**src/rtl/elevator_floor_controller_pkg.sv**
```systemverilog
`default_nettype none
// ============================================================================
// Module   : elev_pkg
// Brief    : Shared types for the elevator floor controller: BCD floor pair,
//            FSM state encoding, direction constants and a BCD helper.
// Revision : 1.0 - initial release
// ============================================================================
package elev_pkg;

   localparam int BCD_W = 4;

   typedef struct packed {
      logic [BCD_W-1:0] tens;
      logic [BCD_W-1:0] ones;
   } floor_t;

   typedef enum logic [2:0] {
      ST_IDLE  = 3'd0,
      ST_PREP  = 3'd1,
      ST_STEP  = 3'd2,
      ST_WAIT  = 3'd3,
      ST_DOOR  = 3'd4,
      ST_FAULT = 3'd5
   } state_t;

   localparam logic DIR_UP = 1'b0;
   localparam logic DIR_DN = 1'b1;

   // Elaboration-time conversion of a binary floor number (0..99) to BCD.
   function automatic floor_t to_bcd(input int unsigned v);
      floor_t f;
      f.tens = BCD_W'((v / 10) % 10);
      f.ones = BCD_W'(v % 10);
      return f;
   endfunction

endpackage
`default_nettype wire

```
**src/rtl/elevator_floor_controller_if.sv**
```systemverilog
`default_nettype none
// ============================================================================
// Module   : elevator_floor_controller_if
// Brief    : Floor request handshake between call logic and the controller.
// Revision : 1.0 - initial release
// ============================================================================
interface elevator_floor_controller_if;
   import elev_pkg::*;

   logic             req_valid;
   logic [BCD_W-1:0] req_tens;
   logic [BCD_W-1:0] req_ones;
   logic             req_ready;
   logic             req_err;

   modport master (
      output req_valid, req_tens, req_ones,
      input  req_ready, req_err
   );

   modport slave (
      input  req_valid, req_tens, req_ones,
      output req_ready, req_err
   );

endinterface
`default_nettype wire

```
**src/rtl/elevator_floor_controller_bcd2_cmp.sv**
```systemverilog
`default_nettype none
// ============================================================================
// Module   : bcd2_cmp
// Brief    : Combinational two-digit BCD magnitude compare plus digit validity.
// Revision : 1.0 - initial release
// ============================================================================
module bcd2_cmp
   import elev_pkg::*;
(
   input  floor_t a,
   input  floor_t b,
   output logic   eq,
   output logic   gt,
   output logic   lt,
   output logic   a_valid,
   output logic   b_valid
);

   localparam logic [BCD_W-1:0] c_digit_max = BCD_W'(9);

   always_comb begin
      a_valid = (a.tens <= c_digit_max) && (a.ones <= c_digit_max);
      b_valid = (b.tens <= c_digit_max) && (b.ones <= c_digit_max);
      eq      = 1'b0;
      gt      = 1'b0;
      lt      = 1'b0;
      // Tens digit dominates; ones only break a tie.
      if (a.tens != b.tens) begin
         gt = (a.tens > b.tens);
         lt = (a.tens < b.tens);
      end else if (a.ones != b.ones) begin
         gt = (a.ones > b.ones);
         lt = (a.ones < b.ones);
      end else begin
         eq = 1'b1;
      end
   end

endmodule
`default_nettype wire

```
**src/rtl/elevator_floor_controller.sv**
```systemverilog
`default_nettype none
// ============================================================================
// Module   : elevator_floor_controller
// Brief    : Drives a BCD floor counter one step at a time toward a requested
//            floor, then holds the door open for a fixed dwell.
// Revision : 1.0 - initial release
// ============================================================================
module elevator_floor_controller
   import elev_pkg::*;
#(
   parameter int STEP_CYCLES = 4,
   parameter int DOOR_CYCLES = 8,
   parameter int MAX_FLOOR   = 20
)(
   input  logic                    clk,
   input  logic                    rst_n,
   elevator_floor_controller_if.slave req,
   input  logic [BCD_W-1:0]        cur_tens,
   input  logic [BCD_W-1:0]        cur_ones,
   output logic                    en_n,
   output logic                    du,
   output logic                    door_open,
   output logic                    arrived,
   output logic                    busy,
   output logic                    fault
);

   localparam int     c_step_w  = $clog2(STEP_CYCLES);
   localparam int     c_door_w  = $clog2(DOOR_CYCLES + 1);
   localparam floor_t c_max_bcd = to_bcd(MAX_FLOOR);

   state_t              r_state;
   state_t              w_state_nx;
   floor_t              r_tgt;
   floor_t              w_req;
   floor_t              w_cur;
   floor_t              w_tgt;
   floor_t              w_lim_a;
   logic [c_step_w-1:0] r_step_cnt;
   logic [c_door_w-1:0] r_door_cnt;
   logic                r_req_ready;
   logic                r_req_err;
   logic                w_accept;
   logic                w_step_last;
   logic                w_door_last;
   logic                w_req_bad;
   logic                w_cur_bad;
   logic                w_err_nx;
   logic                w_du_nx;
   logic                w_mv_eq, w_mv_gt, w_mv_lt, w_tgt_ok, w_cur_ok;
   logic                w_lim_gt, w_lim_eq, w_lim_lt, w_lim_a_ok, w_lim_b_ok;
   logic                w_unused;

   assign w_req    = '{tens: req.req_tens, ones: req.req_ones};
   assign w_cur    = '{tens: cur_tens,     ones: cur_ones};
   assign w_accept = req.req_valid && r_req_ready && (r_state == ST_IDLE);

   // In IDLE both comparators look at the incoming request; once moving they
   // look at the latched target and the live floor.
   assign w_tgt   = (r_state == ST_IDLE) ? w_req : r_tgt;
   assign w_lim_a = (r_state == ST_IDLE) ? w_req : w_cur;

   bcd2_cmp u_cmp_move (
      .a       (w_tgt),
      .b       (w_cur),
      .eq      (w_mv_eq),
      .gt      (w_mv_gt),
      .lt      (w_mv_lt),
      .a_valid (w_tgt_ok),
      .b_valid (w_cur_ok)
   );

   bcd2_cmp u_cmp_limit (
      .a       (w_lim_a),
      .b       (c_max_bcd),
      .eq      (w_lim_eq),
      .gt      (w_lim_gt),
      .lt      (w_lim_lt),
      .a_valid (w_lim_a_ok),
      .b_valid (w_lim_b_ok)
   );

   assign w_unused = &{1'b0, w_mv_lt, w_lim_eq, w_lim_lt, w_lim_a_ok, w_lim_b_ok};

   assign w_req_bad   = !w_tgt_ok || w_lim_gt;
   assign w_cur_bad   = !w_cur_ok || w_lim_gt;
   assign w_step_last = (r_step_cnt == c_step_w'(STEP_CYCLES - 2));
   assign w_door_last = (r_door_cnt == c_door_w'(DOOR_CYCLES - 1));

   always_ff @(posedge clk or negedge rst_n) begin
      if (!rst_n) r_state <= ST_IDLE;
      else        r_state <= w_state_nx;
   end

   always_comb begin
      w_state_nx = r_state;
      w_du_nx    = du;
      w_err_nx   = 1'b0;
      unique case (r_state)
         ST_IDLE: begin
            if (w_accept) begin
               if (w_req_bad) begin
                  w_err_nx = 1'b1;
               end else if (!w_cur_ok) begin
                  w_state_nx = ST_FAULT;
               end else if (w_mv_eq) begin
                  w_state_nx = ST_DOOR;
               end else begin
                  w_state_nx = ST_PREP;
                  w_du_nx    = w_mv_gt ? DIR_UP : DIR_DN;
               end
            end
         end
         ST_PREP:  w_state_nx = ST_STEP;
         ST_STEP:  w_state_nx = ST_WAIT;
         ST_WAIT: begin
            if (w_step_last) begin
               if (w_cur_bad)    w_state_nx = ST_FAULT;
               else if (w_mv_eq) w_state_nx = ST_DOOR;
               else              w_state_nx = ST_STEP;
            end
         end
         ST_DOOR: begin
            if (w_door_last) w_state_nx = ST_IDLE;
         end
         ST_FAULT: w_state_nx = ST_FAULT;
         default:  w_state_nx = ST_IDLE;
      endcase
   end

   // Outputs are registered from the next state so they line up with it.
   always_ff @(posedge clk or negedge rst_n) begin
      if (!rst_n) begin
         en_n        <= 1'b1;
         du          <= DIR_UP;
         door_open   <= 1'b0;
         arrived     <= 1'b0;
         busy        <= 1'b0;
         fault       <= 1'b0;
         r_req_ready <= 1'b1;
         r_req_err   <= 1'b0;
         r_tgt       <= '0;
         r_step_cnt  <= '0;
         r_door_cnt  <= '0;
      end else begin
         en_n        <= (w_state_nx != ST_STEP);
         du          <= w_du_nx;
         door_open   <= (w_state_nx == ST_DOOR);
         arrived     <= (w_state_nx == ST_DOOR) && (r_state != ST_DOOR);
         busy        <= (w_state_nx != ST_IDLE);
         fault       <= fault || (w_state_nx == ST_FAULT);
         r_req_ready <= (w_state_nx == ST_IDLE);
         r_req_err   <= w_err_nx;
         if (w_accept) r_tgt <= w_req;
         r_step_cnt  <= (r_state == ST_WAIT) ? r_step_cnt + 1'b1 : '0;
         r_door_cnt  <= (r_state == ST_DOOR) ? r_door_cnt + 1'b1 : '0;
      end
   end

   assign req.req_ready = r_req_ready;
   assign req.req_err   = r_req_err;

endmodule
`default_nettype wire
```
**src/flat_wrapper.sv**
```systemverilog
// flat-port wrapper written by rule: the top's interface ports become plain ports
module elevator_floor_controller_flat import elev_pkg::*;
#(
   parameter int STEP_CYCLES = 4,
   parameter int DOOR_CYCLES = 8,
   parameter int MAX_FLOOR   = 20
)
  (clk, rst_n, cur_tens, cur_ones, en_n, du, door_open, arrived, busy, fault, req_req_valid, req_req_tens, req_req_ones, req_req_ready, req_req_err);
  elevator_floor_controller_if req_i ();
  input  logic clk;
  input  logic rst_n;
  input  logic [BCD_W-1:0] cur_tens;
  input  logic [BCD_W-1:0] cur_ones;
  output logic en_n;
  output logic du;
  output logic door_open;
  output logic arrived;
  output logic busy;
  output logic fault;
  input wire logic [$bits(req_i.req_valid)-1:0] req_req_valid;
  input wire logic [$bits(req_i.req_tens)-1:0] req_req_tens;
  input wire logic [$bits(req_i.req_ones)-1:0] req_req_ones;
  output wire logic [$bits(req_i.req_ready)-1:0] req_req_ready;
  output wire logic [$bits(req_i.req_err)-1:0] req_req_err;
  assign req_i.req_valid = req_req_valid;
  assign req_i.req_tens = req_req_tens;
  assign req_i.req_ones = req_req_ones;
  assign req_req_ready = req_i.req_ready;
  assign req_req_err = req_i.req_err;
  elevator_floor_controller #(.STEP_CYCLES(STEP_CYCLES), .DOOR_CYCLES(DOOR_CYCLES), .MAX_FLOOR(MAX_FLOOR)) u_core (.clk(clk), .rst_n(rst_n), .req(req_i), .cur_tens(cur_tens), .cur_ones(cur_ones), .en_n(en_n), .du(du), .door_open(door_open), .arrived(arrived), .busy(busy), .fault(fault));
endmodule
```
**config.mk**
```make
export PLATFORM = sky130hd
export DESIGN_NAME = elevator_floor_controller_flat
export DESIGN_NICKNAME = d
export VERILOG_FILES = /design/src/rtl/elevator_floor_controller_pkg.sv /design/src/rtl/elevator_floor_controller_if.sv /design/src/rtl/elevator_floor_controller_bcd2_cmp.sv /design/src/rtl/elevator_floor_controller.sv /design/src/flat_wrapper.sv
export SDC_FILE = /design/constraint.sdc
export NUM_CORES = 1
export LEC_CHECK = 0
export CORE_MARGIN = 2
export CORE_UTILIZATION = 51
export CTS_CLUSTER_SIZE = 8
export DETAILED_ROUTE_END_ITERATION = 10
export PLACE_DENSITY = 0.79
export SYNTH_ARGS = -nofsm -noshare
export SYNTH_HDL_FRONTEND = slang
export SYNTH_SLANG_ARGS = --single-unit
```
**constraint.sdc**
```tcl
create_clock -name clk -period 3.5 [get_ports clk]
set_input_delay 0.7 -clock clk [delete_from_list [all_inputs] [get_ports clk]]
set_output_delay 0.7 -clock clk [all_outputs]
set_load 0.02 [all_outputs]
```
# Word level (Yosys, flattened, before mapping)
# Index checks and enable logic that the tools add are counted.
# totals
reg_bits	25
out_inout_bits	8
wordCells	77
# classes
add_sub_neg	2
magnitude_cmp	8
eq_ne	14
muxes	23
bitwise	2
n_reduce_logical	15
# ops
operator	n
2-to-1 mux 3 bit	8
one-hot mux 3 bit (6 select lines)	1
less-or-equal comparator 4 bit (second input constant)	4
2-to-1 mux 8 bit	2
== test 3 bit (second input constant)	4
2-to-1 mux 1 bit	10
greater-than comparator 4 bit	2
!= test 4 bit	2
== test 3 x 2 -> 1 bit (second input constant)	2
zero test 3 bit	2
logical AND 1 bit	5
AND reduction 5 bit	1
adder 4 x 1 -> 4 bit (second input constant)	1
== test 4 x 3 -> 1 bit (second input constant)	1
greater-than comparator 4 x 1 -> 1 bit (second input constant)	1
greater-than comparator 4 x 2 -> 1 bit (second input constant)	1
2-to-1 mux 4 bit	1
!= test 4 x 2 -> 1 bit (second input constant)	1
nonzero test 4 bit	1
== test 3 x 1 -> 1 bit (second input constant)	1
logical OR 1 bit	3
!= test 3 x 2 -> 1 bit (second input constant)	1
!= test 3 bit (second input constant)	1
nonzero test 3 bit	1
other kinds (5)	7

# Depth between registers and ports, before layout
# Gate-level depths: netlist of run 1.
# depth
depth_word	12
ltp_mapped	12
depth_no_buf	10

# Cells and area by module
# A second synthesis of run 1 with hierarchy kept.
# hier_totals
hier_cells	205
area_unflattened_um2	1714.1
# by_module_without_submodules
module	instances	cells_each	area_per_inst_um2
elevator_floor_controller	1	123	1201.2
bcd2_cmp	2	41	256.5

# Worst setup path before layout of run 1
# No wires, ideal clock.
# synth_timing
path_type	reg2reg
from	register u_core.r_state[2]
to	register u_core.busy
setup_ps	131
arrival_time_ps	2491
setup_slack_ps	878
stages_incl_launch_ff	12
n_path_buf	1
period_less_slack_ps	2622
cell_sequence	dfrtp_1 or3_4 buf_6 nand2_1 nand2_1 ha_1 and4_2 nand4_1 o31ai_1 o21a_2 inv_2 or3_1
# synth_via
elab_chain_cells	11
elab_cells_between_ends	35
classes_between	4 x order compare; 8 x eq/ne; 15 x mux; 8 x reduce/logical
# synth_rtl
item	line_no	text
from (decl)	elevator_floor_controller.sv:32	state_t r_state;
from (signal assigned)	elevator_floor_controller.sv:92	else r_state <= w_state_nx;
zero test 3 bit	n/a	
2-to-1 mux 8 bit	elevator_floor_controller.sv:60	assign w_tgt = (r_state == ST_IDLE) ? w_req : r_tgt;
!= test 4 bit	elevator_floor_controller_bcd2_cmp.sv:31	end else if (a.ones != b.ones) begin
2-to-1 mux 1 bit	elevator_floor_controller_bcd2_cmp.sv:31	
2-to-1 mux 1 bit	elevator_floor_controller_bcd2_cmp.sv:28	if (a.tens != b.tens) begin
2-to-1 mux 3 bit	elevator_floor_controller.sv:106	end else if (w_mv_eq) begin
2-to-1 mux 3 bit	elevator_floor_controller.sv:104	end else if (!w_cur_ok) begin
2-to-1 mux 3 bit	elevator_floor_controller.sv:102	if (w_req_bad) begin
2-to-1 mux 3 bit	elevator_floor_controller.sv:101	if (w_accept) begin
one-hot mux 3 bit (6 select lines) (*)	elevator_floor_controller.sv:99	unique case (r_state)
via u_core.w_state_nx[0]	elevator_floor_controller.sv:33	state_t w_state_nx;
nonzero test 3 bit (*)	elevator_floor_controller.sv:150	busy <= (w_state_nx != ST_IDLE);
to (signal assigned)	elevator_floor_controller.sv:150	
to (decl)	elevator_floor_controller.sv:24	output logic busy,
# Mark *: on every way through the listed nets, which the timed path passes. The rest lies on a longest branch.
# A chain may end at the register's enable or synchronous reset.

# Worst setup path after layout of run 1
# Ends and elaborated chain as after synthesis.

==> impl_metrics.py, run 1 <==
metrics = {
    "clock_network": {
        "cts_made_buffers": 3,
        "clock_sinks": 25,
        "cts.repair.resized": 0,
        "clk_path_buf_depth": 2,
        "clkTransAtPathRegs_ps": 120,
        "postCtsSetupRepairBufs": 0,
        "htree_levels": 1,
        "ctsHoldBuffers": 0,
        "cts_tree": "built",
        "clk_latency_ps": 330,
        "clk_root_buffer_cell": "clkbuf_4",
    },
    "detailed_routing": {
        "drtPass1Iterations": 4,
        "drc": 0,
        "ant_nets": 0,
        "num_vias": 1115,
        "viasPerCell": 5.58,
        "avgRoutedWirePerCell_um": 15.4,
        "routed_wl_mm": 3.08,
        "drtIter0Drc": 35,
    },
    "grt": {
        "grt_pass1_wl_mm": 5.26,
        "grt_max_degree": 26,
        "gr-usage-all-layers_pct": 21.3,
        "grt_pass1_vias": 1114,
        "gr-total-overflow": 0,
        "antenna_found_initial": 0,
    },
    "die": {
        "dieArea_mm2": 0.00319,
        "coreArea_mm2": 0.00269,
        "std_cell_rows": 19,
        "die_w_um": 56.5,
        "io_pins": 27,
        "start_util_pct": 52.3,
        "die_y_um": 56.5,
    },
    "placed_design": {
        "gp_congestion": 0.822,
        "portBuffers": 26,
        "dp.cells": 196,
        "pre_cts_slack_ps": 490,
        "dp_hpwl_mm": 2.41,
    },
    "sta": {
        "tns_ps": 0,
        "max_slew_margin_pct": 27.9,
        "rsz0062_at_grt": "no",
        "clock-skew-final_ps": 8.24,
        "hold_viol": 0,
        "drv_slew": 0,
        "setup_violations": 0,
        "holdWs_ps": 429,
        "worst_slew_pin_slew_ps": 1080,
        "layout_min_cycle_time_ps": 2760,
        "clock.fmax_mhz": 362,
        "period_share_pct": 78.9,
        "worst_slack_ps": 738,
    },
    "setup_path": {
        "end_kind": "register",
        "path_common_cell": "nand2_1",
        "arrival_ps": 2970,
        "crit_path_max_incr_delay_ps": 510,
        "cp_cell_sequence": "or3_4 > nand2_1 > nand2_1 > ha_1 > and4_2 > nand4_1 > o31ai_1 > o21a_2 > inv_2 > or3_1",
        "crit_slowest_cell": "or3_4",
        "crit_fanout": 11,
        "crit_type": "register to register",
        "cp.required_ps": 3710,
        "cp-start-kind": "register",
    },
    "cells_and_area": {
        "final_cells": 200,
        "area.growth.synth_to_final_pct": 23.9,
        "final_cell_mix": "26 x clkdlybuf4s50_1, 23 x dfrtp_1, 21 x nand2_1, 10 x nor2_1",
        "nNetsFinal": 198,
        "antenna-diode-count": 0,
        "drive_above_1_share_pct": 19.5,
        "layout_commonest_cell": "clkdlybuf4s50_1",
    },
    "pwr": {
        "peakVddDrop_v": 0.000485,
        "p_total_mw": 1.03,
        "power_density_mw_per_mm2": 590,
        "p_leak_nw": 0.797,
    },
    "yosys": {
        "synth-edff-count": 0,
        "synth-seq-cells": 25,
        "syn_inst": 138,
        "yosysUniqueCellTypes": 40,
        "syn-num-nets": 166,
        "yosys_most_used_dff": "dfrtp_1",
        "netlist_area_mm2": 0.00140,
        "async_flop_share_pct": 100,
        "yosysSeqAreaShare_pct": 44.7,
        "synth_warnings": 0,
        "syn-mean-instance-area_um2": 10.2,
    },
    "flow_run": {
        "drv_cap": 0,
    },
    "status": {
        "outcome": "complete, no violations",
    },
    "hold_path": {
        "hold_class": "register to register",
    },
}
## kinds of logic (layout without fill, tap and decap cells)
| family | after synthesis | count (layout) | share of synthesized area [%] |
|---|---|---|---|
| DFF | 25 | 25 | 44.7 |
| adders and majority gates | 10 | 10 | 8.73 |
| and+or+nand+nor | 57 | 57 | 20.4 |
| AOI/OAI and AO/OA | 20 | 20 | 10.4 |
| buffers and inverters | 11 | 42 | 3.56 |
| muxes | 12 | 12 | 10.2 |
| xor gates and xnor gates | 3 | 3 | 1.87 |
## report_power, final
part / internal, mW / total (mW) / switching, mW
registers: 0.378 / 0.439 / 0.0602
logic: 0.227 / 0.457 / 0.230
clock network: 0.0447 / 0.130 / 0.0857
total: 0.651 / 1.03 / 0.376
## Yosys cell counts (2+ instances only)
cell	count	area, µm²
a21oi_1	4	20.0
and2b_2	2	17.5
and3_2	2	15.0
dfrtp_1	23	576
dfstp_2	2	52.6
ha_1	9	113
inv_1	6	22.5
inv_2	2	7.51
mux2_2	9	101
mux2i_1	2	20.0
nand2_1	21	78.8
nand3_1	4	20.0
nand4_1	2	12.5
nor2_1	10	37.5
nor2b_1	2	12.5
nor3_1	6	30.0
nor4_1	3	18.8
o21a_1	2	15.0
o21ai_0	4	20.0
o31ai_1	2	15.0
xnor2_1	2	17.5
## critical path: cells and delay by family (launching register included)
kind	cells	cell delay, ps
adder cells (fa/ha/maj)	1	280
AO/OA/AOI/OAI	2	450
buffers and inverters	1	50
AND/OR/NAND/NOR	6	1370
flip-flops	1	470
## worst paths after layout
kind	start	to	slack, ps	cells past startpoint
setup / recovery	u_core.r_state[2]$_DFF_PN0_	u_core.busy$_DFF_PN0_	740	10
hold / removal	u_core.r_step_cnt[0]$_DFF_PN0_	u_core.r_step_cnt[0]$_DFF_PN0_	430	1
setup reg to reg	u_core.r_state[2]$_DFF_PN0_	u_core.busy$_DFF_PN0_	740	10
hold reg to reg	u_core.r_step_cnt[0]$_DFF_PN0_	u_core.r_step_cnt[0]$_DFF_PN0_	430	1
max in group asynchronous	rst_n	u_core.en_n$_DFF_PN1_	1840	2
min in group asynchronous	rst_n	u_core.r_tgt[4]$_DFFE_PN0P_	940	1
## area by class of cell
class	instances	area (µm²)
Tap cell	31	38.8
Sequential cell	25	628
Timing Repair Buffer	30	290
Fill cell	230	947
Inverter	8	30.0
Multi-Input combinational cell	102	726
Clock buffer	4	26.3
## routing by layer
metal,global-route usage (%),part of all wire (%),vias up
met5,0,0,-
met4,7.48,1.2,0
met3,4.38,4.7,4
met2,31.9,46,31
met1,30.6,48,527
li1,-,-,553
## state kept, by name, indices dropped and copies added (netlist names)
signal and flops:
u_core.req.req_err 1, u_core.r_state 3, u_core.req.req_ready 1, u_core.du 1, u_core.busy 1, u_core.r_step_cnt 2
u_core.door_open 1, u_core.arrived 1, u_core.r_tgt 8, u_core.en_n 1, u_core.fault 1, u_core.r_door_cnt 4
## metrics by stage
stage	utilization, %	area [µm²]
2_1_floorplan	-	1400
3_3_place_gp	63.8	1710
3_5_place_dp	63.8	1710
4_1_cts	64.7	1740
5_1_grt	64.7	1740
6_report	64.7	1740
No activity file was read; power rests on OpenSTA's default activity.
==> inputs of run 2 (changes only) <==
CORE_UTILIZATION = 46   (was 51)
PLACE_DENSITY = 0.75   (was 0.79)
clock period = 2.5 ns   (was 3.5 ns; I/O delays follow)
==> impl_metrics.py, run 2 (synthesis gave the netlist of run 1 again) <==
metrics = {
    "status": {
        "outcome": "finished with violations",
        "violations": "negative setup slack",
    },
    "cells_and_area": {
        "design_area_mm2": 0.00206,
        "fillers": 237,
        "top_register": "u_core.r_tgt",
        "area.growth.synth_to_final_pct": 47.1,
        "antenna-diode-count": 0,
        "final_cell_mix": "30 x buf_4, 26 x clkdlybuf4s50_1, 23 x dfrtp_1, 15 x nand2_1",
        "reg_top3": "u_core.r_tgt: 8 flops, u_core.r_door_cnt: 4 flops, u_core.r_state: 3 flops",
        "drive_above_1_share_pct": 39.6,
        "utilization_pct": 69.3,
        "nNetsFinal": 226,
        "layout_commonest_cell": "buf_4",
        "largest_register_ffs": 8,
    },
    "grt": {
        "grt_pass1_vias": 1276,
        "grt_pass1_wl_mm": 5.72,
        "gr-usage-all-layers_pct": 21.9,
        "gr-total-overflow": 0,
        "grt_max_degree": 16,
        "antenna_found_initial": 0,
    },
    "placed_design": {
        "placed_area_mm2": 0.00190,
        "dp_hpwl_mm": 2.77,
        "portBuffers": 26,
        "gp_congestion": 0.813,
    },
    "setup_path": {
        "r2r_start": "u_core.r_state[0]$_DFF_PN0_",
        "cp_cell_sequence": "or3_4 > nand2_2 > nand2_2 > ha_4 > and4_4 > nand4_1 > o31ai_2 > o21a_2 > inv_2 > or3_1",
        "arrival_ps": 2890,
        "crit_slowest_cell": "or3_4",
        "worstReg2RegEnd": "u_core.busy$_DFF_PN0_",
        "crit_type": "register to register",
        "rrSetupSlack_ps": -170,
        "path_common_cell": "nand2_2",
        "end_kind": "register",
        "crit_path_max_incr_delay_ps": 450,
        "crit_fanout": 6,
        "cp-start-kind": "register",
        "cp.required_ps": 2720,
        "rr_worst_depth": 10,
    },
    "sta": {
        "period_share_pct": 107,
        "clock.fmax_mhz": 375,
        "clock-skew-final_ps": 12.4,
        "hold_viol": 0,
        "worst_slew_pin_slew_ps": 650,
        "layout_min_cycle_time_ps": 2670,
        "setup_violations": 4,
        "drv_slew": 0,
        "max_slew_margin_pct": 56.5,
        "worst_slack_ps": -169,
        "rsz0062_at_grt": "yes",
        "holdWs_ps": 457,
    },
    "pwr": {
        "peakVddDrop_v": 0.000510,
        "p_total_mw": 1.76,
        "p_leak_nw": 0.943,
        "power_density_mw_per_mm2": 853,
    },
    "clock_network": {
        "clock_sinks": 25,
        "clk_path_buf_depth": 2,
        "cts_made_buffers": 3,
        "ctsHoldBuffers": 0,
        "cts_tree": "built",
        "clk_latency_ps": 320,
        "htree_levels": 1,
        "clkTransAtPathRegs_ps": 140,
        "clk_root_buffer_cell": "clkbuf_4",
    },
    "detailed_routing": {
        "viasPerCell": 5.47,
        "ant_nets": 0,
        "avgRoutedWirePerCell_um": 15.5,
        "num_vias": 1258,
        "drc": 0,
        "routed_wl_mm": 3.58,
        "drtIter0Drc": 50,
        "drtPass1Iterations": 4,
    },
    "hold_path": {
        "holdCritStartpoint": "u_core.r_step_cnt[0]$_DFF_PN0_",
        "hold_class": "register to register",
        "holdPathEnd": "u_core.r_step_cnt[0]$_DFF_PN0_",
        "whs_path_depth": 1,
    },
    "die": {
        "coreArea_mm2": 0.00298,
        "io_pins": 27,
        "dieArea_mm2": 0.00351,
        "die_y_um": 59.2,
        "std_cell_rows": 20,
        "start_util_pct": 47.1,
        "die_w_um": 59.2,
    },
    "flow_run": {
        "drv_cap": 0,
    },
}
-- run 2: cell count changes in the layout (fill, tap and decap cells not counted), moves of 2 or more --
| cell | previous run | this run |
|---|---|---|
| nor3_2 | 0 | 2 |
| ha_4 | 0 | 3 |
| nand2_2 | 0 | 6 |
| buf_6 | 0 | 2 |
| nand2_1 | 21 | 15 |
| ha_1 | 9 | 6 |
| nor3_1 | 6 | 3 |
| buf_4 | 4 | 30 |
-- run 2: report_power, final --
group	switching, mW	internal [mW]
sequential	0.0634	0.530
clock	0.121	0.0599
combinational	0.476	0.512
total	0.660	1.10
-- run 2: repair_timing --
action | CTS | global route
gates resized for setup | 4 | 18
setup buffers | 2 | 3
pin swaps | 9 | 10
endpoints found under the setup margin | 2 | 9
-- run 2: through the flow --
stage | setup TNS (ps) | cells | worst slack [ps]
finish | -305 | 230 | -169
global route | -918 | 230 | -259
CTS | -94.5 | 229 | -75.6
detailed placement | -860 | 223 | -231
global placement | -460 | 223 | -195
floorplan | -122 | 138 | -122
-- run 2: metal layers --
layer,global-route usage (%),part of all wire (%),vias up
met4,5.84,1.3,0
met5,0,0,-
li1,-,-,605
met2,36.7,50,22
met1,29.7,45,625
met3,3.06,3.7,6
-- run 2: layout make-up --
type | instances | area [µm²] | share of cell area [%]
tap | 33 | 41.3 | 2.00
clock buffer | 3 | 22.5 | 1.09
clock inverter | 1 | 5.00 | 0.242
timing repair buffer | 58 | 508 | 24.6
inverter | 8 | 30.0 | 1.45
multi-input combinational | 102 | 830 | 40.2
sequential | 25 | 628 | 30.4
-- run 2: critical path: cells and delay by family (launching register included) --
kind                       cells  cell delay [ps]
adders and majority gates      1              270
and+or+nand+nor                6             1370
buffers and inverters          1               50
AOI/OAI and AO/OA              2              490
DFF                            1              400
-- run 2: worst max path at each step --
stage	from	endpoint	cells past startpoint
finish	u_core.r_state[0]$_DFF_PN0_	u_core.busy$_DFF_PN0_	10
global route	u_core.r_state[2]$_DFF_PN0_	u_core.busy$_DFF_PN0_	10
CTS	u_core.r_state[1]$_DFF_PN0_	u_core.busy$_DFF_PN0_	10
detailed placement	req_req_tens[3]	u_core.busy$_DFF_PN0_	10
global placement	req_req_tens[3]	u_core.busy$_DFF_PN0_	10
floorplan	u_core.r_state[2]$_DFF_PN0_	u_core.busy$_DFF_PN0_	11
